`src/rtl/cp0_reg.sv`:
```
// CP0 register file: Count/Compare timer, Status, Cause, EPC,
// constant Config/PRId, WB-stage writes and mfc0 read mux.
module cp0_reg #(
  parameter logic [31:0] STATUS_RST = 32'h1000_0000,
  parameter logic [31:0] CONFIG_VAL = 32'h0000_8000,
  parameter logic [31:0] PRID_VAL   = 32'h0048_0102
) (
  input  logic        clk,
  input  logic        rst,
  input  logic        we_i,
  input  logic [4:0]  waddr_i,
  input  logic [4:0]  raddr_i,
  input  logic [31:0] data_i,
  input  logic [5:0]  int_i,
  output logic [31:0] data_o,
  output logic [31:0] count_o,
  output logic [31:0] compare_o,
  output logic [31:0] status_o,
  output logic [31:0] cause_o,
  output logic [31:0] epc_o,
  output logic [31:0] config_o,
  output logic [31:0] prid_o,
  output logic        timer_int_o
);

  localparam logic [4:0] A_COUNT   = 5'd9;
  localparam logic [4:0] A_COMPARE = 5'd11;
  localparam logic [4:0] A_STATUS  = 5'd12;
  localparam logic [4:0] A_CAUSE   = 5'd13;
  localparam logic [4:0] A_EPC     = 5'd14;
  localparam logic [4:0] A_PRID    = 5'd15;
  localparam logic [4:0] A_CONFIG  = 5'd16;

  logic       wr_count;
  logic       wr_compare;
  logic       wr_status;
  logic       wr_cause;
  logic       wr_epc;
  logic       match;
  logic [1:0] cause_ivwp;
  logic [1:0] cause_ip_sw;
  logic [5:0] cause_ip_hw;

  assign wr_count   = we_i && (waddr_i == A_COUNT);
  assign wr_compare = we_i && (waddr_i == A_COMPARE);
  assign wr_status  = we_i && (waddr_i == A_STATUS);
  assign wr_cause   = we_i && (waddr_i == A_CAUSE);
  assign wr_epc     = we_i && (waddr_i == A_EPC);

  assign match = (compare_o != 32'h0) && (count_o == compare_o);

  assign cause_o = {8'h00, cause_ivwp, 6'h00,
                    cause_ip_hw, cause_ip_sw, 8'h00};

  assign config_o = CONFIG_VAL;
  assign prid_o   = PRID_VAL;

  // Count increments every cycle unless loaded by mtc0
  always_ff @(posedge clk) begin
    if (rst)
      count_o <= 32'h0;
    else if (wr_count)
      count_o <= data_i;
    else
      count_o <= count_o + 32'd1;
  end

  // Compare load; timer irq is sticky until Compare is rewritten
  always_ff @(posedge clk) begin
    if (rst) begin
      compare_o   <= 32'h0;
      timer_int_o <= 1'b0;
    end else if (wr_compare) begin
      compare_o   <= data_i;
      timer_int_o <= 1'b0;
    end else if (match) begin
      timer_int_o <= 1'b1;
    end
  end

  // Status and EPC are plain full-width registers
  always_ff @(posedge clk) begin
    if (rst) begin
      status_o <= STATUS_RST;
      epc_o    <= 32'h0;
    end else begin
      if (wr_status) status_o <= data_i;
      if (wr_epc)    epc_o    <= data_i;
    end
  end

  // Cause: hw IP sampled each cycle, only IV/WP/IP[1:0] writable
  always_ff @(posedge clk) begin
    if (rst) begin
      cause_ivwp  <= 2'b00;
      cause_ip_sw <= 2'b00;
      cause_ip_hw <= 6'h00;
    end else begin
      cause_ip_hw <= int_i;
      if (wr_cause) begin
        cause_ivwp  <= data_i[23:22];
        cause_ip_sw <= data_i[9:8];
      end
    end
  end

  // mfc0 read mux, no bypass of same-cycle writes
  always_comb begin
    data_o = 32'h0;
    unique case (raddr_i)
      A_COUNT:   data_o = count_o;
      A_COMPARE: data_o = compare_o;
      A_STATUS:  data_o = status_o;
      A_CAUSE:   data_o = cause_o;
      A_EPC:     data_o = epc_o;
      A_PRID:    data_o = PRID_VAL;
      A_CONFIG:  data_o = CONFIG_VAL;
      default:   data_o = 32'h0;
    endcase
  end

endmodule

```
`config.mk`:
```
export PLATFORM = sky130hd
export DESIGN_NAME = cp0_reg
export DESIGN_NICKNAME = d
export VERILOG_FILES = /design/src/rtl/cp0_reg.sv
export SDC_FILE = /design/constraint.sdc
export NUM_CORES = 1
export LEC_CHECK = 0
export CAP_MARGIN = 20
export CORE_ASPECT_RATIO = 1.2
export CORE_MARGIN = 8
export CORE_UTILIZATION = 39
export DETAILED_ROUTE_END_ITERATION = 6
export GPL_ROUTABILITY_DRIVEN = 0
export PLACE_DENSITY = 0.76
export SETUP_SLACK_MARGIN = 0.3
export SYNTH_ARGS = -nofsm -noshare
export SYNTH_HDL_FRONTEND = slang
export SYNTH_SLANG_ARGS = --single-unit
```
`constraint.sdc`:
```
create_clock -name clk -period 2.01 [get_ports clk]
set_input_delay 0.402 -clock clk [delete_from_list [all_inputs] [get_ports clk]]
set_output_delay 0.402 -clock clk [all_outputs]
set_load 0.05 [all_outputs]
```
==> metrics.txt <==
status finished with violations; failing checks setup timing; part of the power in registers 40.3%; clk_lat worst skew 430 ps; fin. max-slew vios 0; share of layout cells above drive strength 1 36.2%; vias in the first global route 7787; Synth Instances 926; Pwr per Cell Area 591 mW/mm2; GR Util All Layers 24.3%; fin worst setup slack -121 ps; DRC violation count after routing 0; most frequent cells in the layout nand2_1 (202), buf_4 (150), dfxtp_1 (110), a21oi_1 (95), conb_1 (86); CP Buf/Inv Count 1; top cell family by delay on the critical path flip-flops; Vias/cell 5.28; Arrival @ worst endpoint 1730 ps; ys flop type dfxtp_1; grt ovf 0; number of fill cells 1489; Hold Path Depth 2; Period minus WS final 2130 ps; final wirelength 30.2 mm; maximum clock rate 469 MHz; total power 7.01 mW; Post-DP HPWL 21.7 mm; DP Area 0.0106 mm2; crit-path max cell delay 430 ps; Die Span X 142 um; clock root buffer clkbuf_16; combinational power share 16.1%; starting density of the core 39.6%; Slowest-stage cell, CP dfxtp_1; Synth Warn # 0; # setup viols final 32; number of I/O port buffers 221; first-pass GRT wire length 44.6 mm; Layout Area Growth over Synthesis 60.1%; routed len/inst 20.8 um; leakage power 4.55 nW; CTS clk-pin slew, worst paths 60 ps; pre-CTS setup slack -799 ps; core area 0.0187 mm2; Routed Antenna Nets 0; Clock power frac 43.6%; switch share 30.2%; Cell Area, Synth 0.00741 mm2; Row Count 55; initial antenna violation count 0; routed via count 7670; nets 1235; Seq/Total Area, Yosys 37.6%; peak supply drop 0.598 mV; worst clock skew 8.28 ps; Internal 4.89 mW; Netlist cell types 49; MaxCap Viol Count 0; Critical Path Stages 4; Max Buffers Root-to-Sink 2; post-route cell area 0.0119 mm2; CTS tree built; crit share post-route 106%; First-pass DRT Iterations 5; Initial DRC Count 668; commonest non-fill, non-tap cell in the layout nand2_1; synthesis-stage register bit count 139; Fin Setup TNS -2390 ps; CP Launch Type register; clock sinks 139; Post-synth EDFFs 0; worst path cell trace mux2i_2 -> o2bb2ai_4 -> a221o_2 -> buf_12; CP Max Fanout 5; Setup Crit Path Kind reg -> out; path depth of the worst reg2reg path 4; largest net degree at the start of global routing 64; Hold Worst Slack 290 ps; syn avg cell area 8.00 um2; num ports 308; die height 167 um; CTS Buf Count 17; critical path capture point type primary output; RSZ-0062 raised after global routing yes; Hold Vio Cnt, Final 0; # H-tree levels 4; WP data required 1610 ps; Die ar. 0.0237 mm2; Min-Delay Path Class in -> reg; P_sw 2.11 mW; share of synthesized registers carrying an async set or reset 0%; ANT cells 0
==> worst reg2reg max path: cells and delay by family (launching register included) <==
kind | cells | cell delay [ps]
AOI/OAI and AO/OA | 1 | 260
DFF | 1 | 420
and+or+nand+nor | 3 | 1030
==> worst paths after layout <==
| path | slack [ps] | startpoint | end |
|---|---|---|---|
| hold / removal | 290 | rst | status_o[15] |
| hold reg to reg | 480 | epc_o[8] | epc_o[8] |
| setup / recovery | -120 | compare_o[14] | data_o[14] |
| setup reg to reg | 210 | count_o[8] | count_o[14] |
==> cell usage after synthesis, drive strengths merged, types with 3 or more instances <==
master / number / area (um2)
nand2: 208 / 781
dfxtp: 139 / 2780
buf: 100 / 746
a21oi: 95 / 475
clkbuf: 52 / 206
nor2: 48 / 180
xnor2: 41 / 359
mux2i: 37 / 370
a211oi: 29 / 218
o21ai: 23 / 115
a22oi: 21 / 158
nand4: 21 / 174
xor2: 19 / 166
nor4: 15 / 121
nand3: 11 / 55.1
a221o: 9 / 90.1
nor2b: 7 / 43.8
nor3: 7 / 40.0
o2bb2ai: 7 / 61.3
or3: 5 / 31.3
and3: 3 / 18.8
nor3b: 3 / 22.5
or2: 3 / 18.8
==> per-stage QoR <==
| step | std cells | utilization [%] |
|---|---|---|
| 5_1_grt | 1452 | 63.4 |
| 6_report | 1452 | 63.4 |
| 2_1_floorplan | 1010 | - |
| 3_5_place_dp | 1395 | 56.7 |
| 4_1_cts | 1443 | 61.7 |
| 3_3_place_gp | 1395 | 56.7 |
==> per-layer routing <==
| layer | part of all wire [%] | track usage (%) | vias up |
|---|---|---|---|
| met5 | 0 | 0 | - |
| met1 | 40 | 28.0 | 3701 |
| met2 | 50 | 41.4 | 379 |
| met4 | 3.3 | 11.5 | 0 |
| li1 | - | - | 3529 |
| met3 | 6.9 | 5.55 | 61 |
==> layout make-up <==
| cell class | instances | area, um2 | area share [%] |
|---|---|---|---|
| repair buffers | 305 | 3320 | 28.0 |
| flip-flops and latches | 139 | 2870 | 24.2 |
| clock inverters | 12 | 82.6 | 0.696 |
| inverters | 2 | 7.51 | 0.0633 |
| clock buffers | 20 | 500 | 4.22 |
| well taps | 256 | 320 | 2.70 |
| multi-input cells | 718 | 4760 | 40.1 |
==> registers in the layout, summed over array words and instances, names as in the netlist <==
| signal | count |
|---|---|
| epc_o | 32 |
| cause_ivwp | 2 |
| cause_ip_sw | 2 |
| status_o | 32 |
| count_o | 32 |
| compare_o | 32 |
| cause_ip_hw | 6 |
| timer_int_o | 1 |
==> logic make-up after synthesis <==
logic type | share of synthesized area [%]
compound gates | 16.0
xor+xnor | 7.09
fa+ha+maj | 0.169
buf+inv | 13.0
flops | 37.6
mux | 5.00
other cells | 0.101
simple gates | 21.1
==> power groups by stage <==
stage	Sequential (mW)	Combinational (mW)	Clock [mW]
6_report	2.82	1.13	3.05
5_1_grt	2.83	1.18	3.21
4_1_cts	2.82	1.10	3.09
3_5_place_dp	2.88	1.07	0
3_3_place_gp	2.88	1.06	0
2_1_floorplan	3.00	0.750	0
==> repair_timing <==
item / CTS / global route
cloned: 3 / 3
setup buffers: 13 / 6
setup endpoints to repair: 80 / 73
pin swaps: 19 / 21
hold buffers: 0 / 0
gates resized for setup: 167 / 39
(Power assumes the default switching activity.)
